`config.mk`:
```
export PLATFORM = sky130hd
export DESIGN_NAME = gpa_fhdo_spi_seq
export DESIGN_NICKNAME = d
export VERILOG_FILES = /design/src/rtl/gpa_fhdo_pkg.sv /design/src/rtl/gpa_fhdo_fifo.sv /design/src/rtl/gpa_fhdo_spi_seq.sv
export SDC_FILE = /design/constraint.sdc
export NUM_CORES = 1
export LEC_CHECK = 0
export ABC_AREA = 0
export BUFFER_PORTS_ARGS = -buffer_cell sky130_fd_sc_hd__buf_2
export CAP_MARGIN = 10
export CORE_MARGIN = 1.5
export CORE_UTILIZATION = 56
export DETAILED_ROUTE_END_ITERATION = 7
export PLACE_DENSITY = 0.79
export SLEW_MARGIN = 20
export SYNTH_ARGS = -nofsm -noshare
export SYNTH_HDL_FRONTEND = slang
export SYNTH_SLANG_ARGS = --single-unit
```
`constraint.sdc`:
```
create_clock -name clk -period 4.7 [get_ports clk]
set_input_delay 0.235 -clock clk [delete_from_list [all_inputs] [get_ports clk]]
set_output_delay 0.235 -clock clk [all_outputs]
set_load 0.05 [all_outputs]
```
`src/rtl/gpa_fhdo_pkg.sv`:
```
// Shared command codes, command-word field positions and sequencer states.
package gpa_fhdo_pkg;

  localparam int unsigned WORD_W   = 32;
  localparam int unsigned ADC_W    = 16;

  localparam logic [4:0] CMD_DAC = 5'b00000;
  localparam logic [4:0] CMD_ADC = 5'b01000;

  // Command word layout: {cmd, chan, upd, payload}
  localparam int unsigned CMD_MSB  = 31;
  localparam int unsigned CMD_LSB  = 27;
  localparam int unsigned CHAN_MSB = 26;
  localparam int unsigned CHAN_LSB = 25;
  localparam int unsigned UPD_BIT  = 24;

  typedef enum logic [2:0] {
    ST_IDLE,
    ST_LOAD,
    ST_SETUP,
    ST_SHIFT,
    ST_HOLD,
    ST_GAP,
    ST_LDAC
  } state_t;

endpackage

```
`src/rtl/gpa_fhdo_fifo.sv`:
```
// Synchronous command FIFO; a pop frees a slot for a same-cycle write when full.
module gpa_fhdo_fifo #(
  parameter int unsigned WIDTH = 32,
  parameter int unsigned DEPTH = 8
) (
  input  logic                     clk,
  input  logic                     rst_n,
  input  logic                     push,
  input  logic                     pop,
  input  logic [WIDTH-1:0]         wr_data,
  output logic [WIDTH-1:0]         rd_data,
  output logic [$clog2(DEPTH):0]   count,
  output logic                     full,
  output logic                     empty
);

  localparam int unsigned AW = $clog2(DEPTH);
  localparam int unsigned CW = $clog2(DEPTH) + 1;

  logic [WIDTH-1:0] mem [DEPTH];
  logic [AW-1:0]    wr_ptr;
  logic [AW-1:0]    rd_ptr;
  logic             wr_en_c;
  logic             rd_en_c;
  logic [CW-1:0]    count_nxt_c;

  assign rd_en_c = pop && !empty;
  assign wr_en_c = push && (!full || rd_en_c);
  assign rd_data = mem[rd_ptr];

  // Next occupancy from the qualified write/read strobes
  always_comb begin
    count_nxt_c = count;
    if (wr_en_c && !rd_en_c) begin
      count_nxt_c = count + 1'b1;
    end else if (!wr_en_c && rd_en_c) begin
      count_nxt_c = count - 1'b1;
    end
  end

  // Pointers and registered status flags
  always_ff @(posedge clk or negedge rst_n) begin
    if (!rst_n) begin
      wr_ptr <= '0;
      rd_ptr <= '0;
      count  <= '0;
      full   <= 1'b0;
      empty  <= 1'b1;
    end else begin
      if (wr_en_c) wr_ptr <= wr_ptr + 1'b1;
      if (rd_en_c) rd_ptr <= rd_ptr + 1'b1;
      count <= count_nxt_c;
      full  <= (count_nxt_c == CW'(DEPTH));
      empty <= (count_nxt_c == '0);
    end
  end

  // Storage array, no reset needed
  always_ff @(posedge clk) begin
    if (wr_en_c) mem[wr_ptr] <= wr_data;
  end

endmodule

```
`src/rtl/gpa_fhdo_spi_seq.sv`:
```
// Buffered SPI sequencer for the GPA-FHDO DAC80504/ADS8684 bus with LDAC and ADC readback.
module gpa_fhdo_spi_seq
  import gpa_fhdo_pkg::*;
#(
  parameter int unsigned FRAME_W    = 24,
  parameter int unsigned FIFO_DEPTH = 8,
  parameter int unsigned DIV_W      = 6,
  parameter int unsigned LDAC_W     = 4
) (
  input  logic                          clk,
  input  logic                          rst_n,
  input  logic [31:0]                   data_i,
  input  logic                          valid_i,
  output logic                          ready_o,
  input  logic [DIV_W-1:0]              spi_clk_div_i,
  output logic                          busy_o,
  output logic [$clog2(FIFO_DEPTH):0]   fifo_count_o,
  output logic                          fhd_clk_o,
  output logic                          fhd_sdo_o,
  input  logic                          fhd_sdi_i,
  output logic                          dac_csn_o,
  output logic                          adc_csn_o,
  output logic                          ldacn_o,
  output logic [15:0]                   adc_value_o,
  output logic [1:0]                    adc_chan_o,
  output logic                          adc_valid_o,
  output logic                          overflow_o,
  output logic                          cmd_err_o
);

  localparam int unsigned BIT_W = $clog2(FRAME_W);
  localparam int unsigned LW    = $clog2(LDAC_W) + 1;

  logic [WORD_W-1:0]          fifo_rd_data;
  logic [$clog2(FIFO_DEPTH):0] fifo_count;
  logic                       fifo_full;
  logic                       fifo_empty;
  logic                       fifo_pop_c;
  logic                       push_acc_c;

  state_t             state_q, state_d;
  logic [WORD_W-1:0]  word_q, word_d;
  logic [DIV_W-1:0]   div_q, div_d;
  logic [DIV_W-1:0]   tick_q, tick_d;
  logic [BIT_W-1:0]   bit_q, bit_d;
  logic [FRAME_W-1:0] sh_q, sh_d;
  logic [LW-1:0]      lcnt_q, lcnt_d;
  logic               sclk_q, sclk_d;
  logic               dcs_q, dcs_d;
  logic               acs_q, acs_d;
  logic               ldacn_q, ldacn_d;
  logic [ADC_W-1:0]   aval_q, aval_d;
  logic [1:0]         achan_q, achan_d;
  logic               avalid_q, avalid_d;
  logic               ovf_q, ovf_d;
  logic               cerr_q, cerr_d;
  logic               busy_q, busy_d;
  logic               half_done_c;
  logic [4:0]         cmd_c;

  gpa_fhdo_fifo #(
    .WIDTH (WORD_W),
    .DEPTH (FIFO_DEPTH)
  ) u_fifo (
    .clk     (clk),
    .rst_n   (rst_n),
    .push    (valid_i),
    .pop     (fifo_pop_c),
    .wr_data (data_i),
    .rd_data (fifo_rd_data),
    .count   (fifo_count),
    .full    (fifo_full),
    .empty   (fifo_empty)
  );

  assign half_done_c = (tick_q == div_q);
  assign cmd_c       = word_q[CMD_MSB:CMD_LSB];
  assign push_acc_c  = valid_i && (!fifo_full || fifo_pop_c);

  // Next-state and next-output logic for the frame sequencer
  always_comb begin
    state_d    = state_q;
    word_d     = word_q;
    div_d      = div_q;
    tick_d     = tick_q;
    bit_d      = bit_q;
    sh_d       = sh_q;
    lcnt_d     = lcnt_q;
    sclk_d     = sclk_q;
    dcs_d      = dcs_q;
    acs_d      = acs_q;
    ldacn_d    = ldacn_q;
    aval_d     = aval_q;
    achan_d    = achan_q;
    avalid_d   = 1'b0;
    cerr_d     = cerr_q;
    fifo_pop_c = 1'b0;

    case (state_q)
      ST_IDLE: begin
        if (!fifo_empty) begin
          fifo_pop_c = 1'b1;
          word_d     = fifo_rd_data;
          state_d    = ST_LOAD;
        end
      end
      ST_LOAD: begin
        div_d  = spi_clk_div_i;
        tick_d = '0;
        bit_d  = '0;
        sclk_d = 1'b1;
        sh_d   = word_q[FRAME_W-1:0];
        if (cmd_c == CMD_DAC) begin
          dcs_d   = 1'b0;
          state_d = ST_SETUP;
        end else if (cmd_c == CMD_ADC) begin
          acs_d   = 1'b0;
          state_d = ST_SETUP;
        end else begin
          cerr_d  = 1'b1;
          state_d = ST_IDLE;
        end
      end
      ST_SETUP: begin
        if (half_done_c) begin
          tick_d  = '0;
          sclk_d  = 1'b0;
          state_d = ST_SHIFT;
        end else begin
          tick_d = tick_q + 1'b1;
        end
      end
      ST_SHIFT: begin
        if (!half_done_c) begin
          tick_d = tick_q + 1'b1;
        end else begin
          tick_d = '0;
          if (!sclk_q) begin
            // Rising edge: capture SDI and present the next bit on the MSB
            sclk_d = 1'b1;
            sh_d   = {sh_q[FRAME_W-2:0], fhd_sdi_i};
          end else if (bit_q == BIT_W'(FRAME_W - 1)) begin
            state_d = ST_HOLD;
          end else begin
            sclk_d = 1'b0;
            bit_d  = bit_q + 1'b1;
          end
        end
      end
      ST_HOLD: begin
        if (half_done_c) begin
          tick_d  = '0;
          dcs_d   = 1'b1;
          acs_d   = 1'b1;
          state_d = ST_GAP;
          if (cmd_c == CMD_ADC) begin
            aval_d   = sh_q[ADC_W-1:0];
            achan_d  = word_q[CHAN_MSB:CHAN_LSB];
            avalid_d = 1'b1;
          end
        end else begin
          tick_d = tick_q + 1'b1;
        end
      end
      ST_GAP: begin
        if (half_done_c) begin
          tick_d = '0;
          if ((cmd_c == CMD_DAC) && word_q[UPD_BIT]) begin
            ldacn_d = 1'b0;
            lcnt_d  = '0;
            state_d = ST_LDAC;
          end else begin
            state_d = ST_IDLE;
          end
        end else begin
          tick_d = tick_q + 1'b1;
        end
      end
      ST_LDAC: begin
        if (lcnt_q == LW'(LDAC_W - 1)) begin
          ldacn_d = 1'b1;
          state_d = ST_IDLE;
        end else begin
          lcnt_d = lcnt_q + 1'b1;
        end
      end
      default: state_d = ST_IDLE;
    endcase

    ovf_d  = ovf_q | (valid_i & fifo_full & ~fifo_pop_c);
    busy_d = (state_d != ST_IDLE) || push_acc_c || !fifo_empty;
  end

  // State and output registers
  always_ff @(posedge clk or negedge rst_n) begin
    if (!rst_n) begin
      state_q  <= ST_IDLE;
      word_q   <= '0;
      div_q    <= '0;
      tick_q   <= '0;
      bit_q    <= '0;
      sh_q     <= '0;
      lcnt_q   <= '0;
      sclk_q   <= 1'b1;
      dcs_q    <= 1'b1;
      acs_q    <= 1'b1;
      ldacn_q  <= 1'b1;
      aval_q   <= '0;
      achan_q  <= '0;
      avalid_q <= 1'b0;
      ovf_q    <= 1'b0;
      cerr_q   <= 1'b0;
      busy_q   <= 1'b0;
    end else begin
      state_q  <= state_d;
      word_q   <= word_d;
      div_q    <= div_d;
      tick_q   <= tick_d;
      bit_q    <= bit_d;
      sh_q     <= sh_d;
      lcnt_q   <= lcnt_d;
      sclk_q   <= sclk_d;
      dcs_q    <= dcs_d;
      acs_q    <= acs_d;
      ldacn_q  <= ldacn_d;
      aval_q   <= aval_d;
      achan_q  <= achan_d;
      avalid_q <= avalid_d;
      ovf_q    <= ovf_d;
      cerr_q   <= cerr_d;
      busy_q   <= busy_d;
    end
  end

  assign ready_o      = ~fifo_full;
  assign fifo_count_o = fifo_count;
  assign busy_o       = busy_q;
  assign fhd_clk_o    = sclk_q;
  assign fhd_sdo_o    = sh_q[FRAME_W-1];
  assign dac_csn_o    = dcs_q;
  assign adc_csn_o    = acs_q;
  assign ldacn_o      = ldacn_q;
  assign adc_value_o  = aval_q;
  assign adc_chan_o   = achan_q;
  assign adc_valid_o  = avalid_q;
  assign overflow_o   = ovf_q;
  assign cmd_err_o    = cerr_q;

endmodule

```
Word level (Yosys, flattened, before mapping)
Memory sizes are Yosys's and may differ from the RTL's. A register that Yosys moved wholly into a read port is not among the register bits. Index checks and enable logic that the tools add are counted.

Bits in writable memories: 256. Word-level logic and storage cells: 145. Flip-flop bits (word level): 85. Memories: 1.

Memories: u_fifo.mem (depth 8, bits a word 32, read ports 1, clocked after memory_dff 1, wr ports 1, RTL line gpa_fhdo_fifo.sv:20) `logic [WIDTH-1:0] mem [DEPTH];`.

Bitwise logic cells: 8. Add/sub/neg operators: 7. Equal/unequal tests: 24. Muxes and demuxes: 49. Reduce and logical (&&, ||, !) cells: 35.

Operators with widths (count): $mux W24 (2); $pmux W24 S2 (1); $mux W3 (12); $ne A2 B2 Y1 const B (13); $pmux W3 S7 (1); $mux W1 (18); $reduce_and A4 Y1 (4); $mux W5 (3); $reduce_and A3 Y1 (5); $pmux W6 S2 (1); $pmux W5 S2 (1); $add A3 B1 Y3 const B (3); $eq A3 B2 Y1 const B (3); $eq A3 B3 Y1 const B (3); $mux W4 (2); $reduce_bool A2 Y1 (4); $add A6 B1 Y6 const B (1); $eq A6 B6 Y1 (1); $logic_and A1 B1 Y1 (6); $mux W6 (1); $pmux W1 S2 (3); $pmux W3 S2 (1); $reduce_bool A3 Y1 (2); $add A5 B1 Y5 const B (1); other kinds (18) (31).

Depth between registers and ports, before layout
Word-level depth: 10. Gate-level depth with buffers: 7. Depth with buffers taken out: 7.

By module
From an unflattened synthesis, not the netlist that was laid out.

Cells, all modules: 825. Area total of the unflattened synthesis: 15083.2 um^2.

By module, submodules not included: gpa_fhdo_fifo (area an instance 10431.3 um^2, cells an instance 441, sequential area each 7988.9 um^2, instances 1); gpa_fhdo_spi_seq (area an instance 4652.0 um^2, cells an instance 384, sequential area each 2632.5 um^2, instances 1).

Worst setup path after synthesis
OpenSTA, ideal clock, no wires.

Kind: register -> register. From: register state_q[0]. To: memory u_fifo.mem[0][0] (enable). Required time: 4.239 ns. Path buffers: 1. Cell stages (with the launch flop): 6. Slack: 0.423 ns. Library setup time: 0.461 ns. Data arrival time: 3.816 ns. Cell sequence: dfrtp_1 > or4_1 > clkbuf_1 > a21boi_1 > nand2b_1 > nor3_1.

Longest elaborated chain between the ends: 7.

Ends and longest elaborated chain: start, declared (RTL line gpa_fhdo_spi_seq.sv:41) `state_t state_q, state_d;`; start signal, assigned (RTL line gpa_fhdo_spi_seq.sv:215) `state_q <= state_d;`; $logic_not A3 Y1 (RTL line gpa_fhdo_spi_seq.sv:99) `case (state_q)`; $mux W1 (RTL line gpa_fhdo_spi_seq.sv:99); $logic_and A1 B1 Y1 (RTL line gpa_fhdo_fifo.sv:27) `assign rd_en_c = pop && !empty;`; $logic_or A1 B1 Y1 (RTL line gpa_fhdo_fifo.sv:28) `assign wr_en_c = push && (!full || rd_en_c);`; $logic_and A1 B1 Y1 (RTL line gpa_fhdo_fifo.sv:28); $mux W1 (RTL line gpa_fhdo_fifo.sv:60) `if (wr_en_c) mem[wr_ptr] <= wr_data;`; $mux W1 (not written as such) (RTL line gpa_fhdo_fifo.sv:60); end, declared (RTL line gpa_fhdo_fifo.sv:20).

No other way between the ends.

Worst setup path in the final report
From: register state_q[2]. To: memory u_fifo.mem[2][13] (enable).

Same word-level chain as after synthesis.

==> results.toml <==
[outcome]
status = "finished, final reports clean"

[clocking]
cts_tree = "done"
path_clk_slew_ns = 0.06
cts_sinks = 373
root_buffer = "clkbuf_16"
cts_resized = 0
cts_setup_buffers = 0
holdBufCountCts = 33
clk_latency_ns = 0.53
cts_inserted_buffers = 38
h-tree-depth = 2
cts_buffer_depth = 3

[power]
leakagePower_nw = 6.44
irDropWorstVdd_mv = 0.573
power.density_mw_per_mm2 = 631

[critical_path]
crit_type = "reg2reg"
cp_slowest_cell = "or4_2"
required_ns = 4.92
cp_max_fo = 22
critPathLaunchType = "flop"
critPathArrivalTime_ns = 3.69
end_kind = "flop"
max_stage_delay_ns = 0.74
path_cells = "or4_2 -> a21boi_1 -> nand2b_1 -> nor2_4 -> buf_4"

[timing]
worstMarginPinSlew_ns = 1.11
relSlewSlack_pct = 25.8
hold_viol = 0
setup_viol = 0
setup_slack_ns = 1.23
slew_viol_final = 0
max_freq_ghz = 0.288
rsz0062_at_grt = "no"
post-route-min-period_ns = 3.47
fin_setup_tns_ns = 0
fin_crit_sh_pct = 73.8
fin_skew_ns = 0.0114

[place]
place_inst = 1266
place_ws_ns = 1.31
io_buffers = 73
gp_congestion = 0.821
dp_hpwl_mm = 16.9

[job]
cap_violations = 0

[route]
vias = 8011
drc = 0
dr.pass1.iters = 5
met1Wirelength_mm = 11.9
drt-vias-per-instance = 5.86
wl_per_cell_um = 20.6
wl_met2_mm = 14.1
ant_nets = 0
routed-wl-met3_mm = 1.61
first_iter_violations = 608
highest_layer = "met5"
wl_mm = 28.1

[global_routing]
first_global_vias = 7997
grt_first_pass_wirelength_mm = 44.9
grt.overflow.total = 0
antenna_found_initial = 2
grt_max_degree = 73
grt_usage_pct = 21.1

[synth]
async_reset_ff_share_pct = 31.4
syn_inst = 887
yosys.area_share.simple_pct = 6.23
synth_edf_count = 256
synth.avg_cell_area_um2 = 16.7
synth_seq_cells = 373
yosys.area_share.adder_pct = 0.675
ys_types = 53
muxShareOfSynthArea_pct = 15.1
syn_area_mm2 = 0.0148
ys.warnings.count = 0
seq_area_frac_synth_pct = 71.6
synthXorXnorAreaFrac_pct = 0.768
synth-compound-area-share_pct = 4.02
syn_nets = 937
synth_top_family_by_area = "multiplexers"
synthFlopType = "edfxtp_1"

[final_layout]
layout_common_cells = "edfxtp_1, dfrtp_1, nand2_1, buf_2, mux4_2"
area_delta_synth_final_pct = 16.0
fin_cells = 1368
drive_gt1_share_pct = 24.5
fin_nets = 1055
layout_commonest_cell = "edfxtp_1"

[floorplan]
fp.dieArea_mm2 = 0.0275
fp-row-count = 59
start_util_pct = 56.9
dieHeight_um = 166
coreArea_mm2 = 0.0261
ios = 74
fp.dieW_um = 166

[worst_hold_path]
hp-class = "in2reg"
-- synth_stat cells, drive strengths merged, types with 4 or more instances --
library cell / instances / area [µm²]
nand3: 14 / 70.1
mux4: 64 / 1440
nand2b: 8 / 50.1
o211ai: 5 / 37.5
a31oi: 8 / 50.1
dfrtp: 112 / 2800
nor3: 8 / 40.0
nand3b: 4 / 30.0
dfstp: 5 / 131
mux2i: 58 / 581
o22ai: 4 / 25.0
a21oi: 28 / 140
ha: 8 / 100
nand4: 4 / 25.0
buf: 19 / 101
mux2: 19 / 214
edfxtp: 256 / 7690
nor4: 6 / 52.6
nand2: 86 / 339
o21ai: 44 / 220
xnor2: 10 / 87.6
nor2: 42 / 158
clkbuf: 25 / 93.8
inv: 11 / 41.3
-- flip-flops by register name (all words and copies together) (netlist names), 4 cells and up --
| register | cells |
|---|---|
| div_q | 6 |
| u_fifo.mem | 256 |
| word_q | 32 |
| tick_q | 6 |
| u_fifo.count | 4 |
| adc_value_o | 16 |
| bit_q | 5 |
| sh_q | 24 |
-- worst paths after layout --
check | startpoint | endpoint | slack, ns | depth (start not counted)
max | state_q[2] | u_fifo.mem[2][13] | 1.23 | 5
min | data_i[9] | u_fifo.mem[2][9] | 0.008 | 1
max reg2reg | state_q[2] | u_fifo.mem[2][13] | 1.23 | 5
min reg2reg | word_q[16] | word_q[16] | 0.48 | 2
max in group asynchronous | rst_n | word_q[5] | 3.18 | 3
min in group asynchronous | rst_n | bit_q[3] | 0.36 | 2
-- report_power, final --
part	internal, W	total [W]	leakage [nW]	switching (W)
registers	0.00427	0.00488	3.77	0.000614
logic	0.00129	0.00297	2.07	0.00167
clock network	0.00180	0.00301	0.606	0.00121
total	0.00736	0.0109	6.44	0.00349
-- layout make-up --
cell class                 instances  area [µm²]
tap                              335         419
fill                            1704        8860
multi-input combinational        459        4030
clock inverter                    16         166
clock buffer                      51        1090
timing repair buffer             122         825
inverter                          11        41.3
sequential                       373       10600
antenna                            1        2.50
-- cells by family after synthesis --
| kind of cell | count (synthesis) |
|---|---|
| xor+xnor | 13 |
| flops | 373 |
| mux | 141 |
| fa+ha+maj | 8 |
| buf+inv | 55 |
| compound gates | 103 |
| simple gates | 194 |
-- routing by layer --
metal	vias up	global-route usage, %
li1	3646	-
met1	4079	29.5
met2	243	34.3
met3	41	3.97
met4	2	6.11
met5	-	0
-- through the flow --
| stage | total power (W) | hold slack, ns | area, µm² | utilization (%) |
|---|---|---|---|---|
| finish | 0.0109 | 0.00792 | 17200 | 66.0 |
| global route | 0.0114 | 0.0180 | 17200 | 66.0 |
| CTS | 0.0109 | 0.00224 | 17200 | 66.0 |
| detailed placement | 0.00788 | 0.390 | 15600 | 59.9 |
| global placement | 0.00777 | 0.382 | 15600 | 59.8 |
| floorplan | 0.00701 | -0.0606 | 14800 | - |
-- critical path: cells and delay by family (launching register included) --
family,cells,cell delay [ns]
AOI/OAI and AO/OA,1,0.46
buffers and inverters,1,0.35
DFF,1,0.57
and+or+nand+nor,3,1.77
Note: power is estimated with default switching activity, not from simulation.
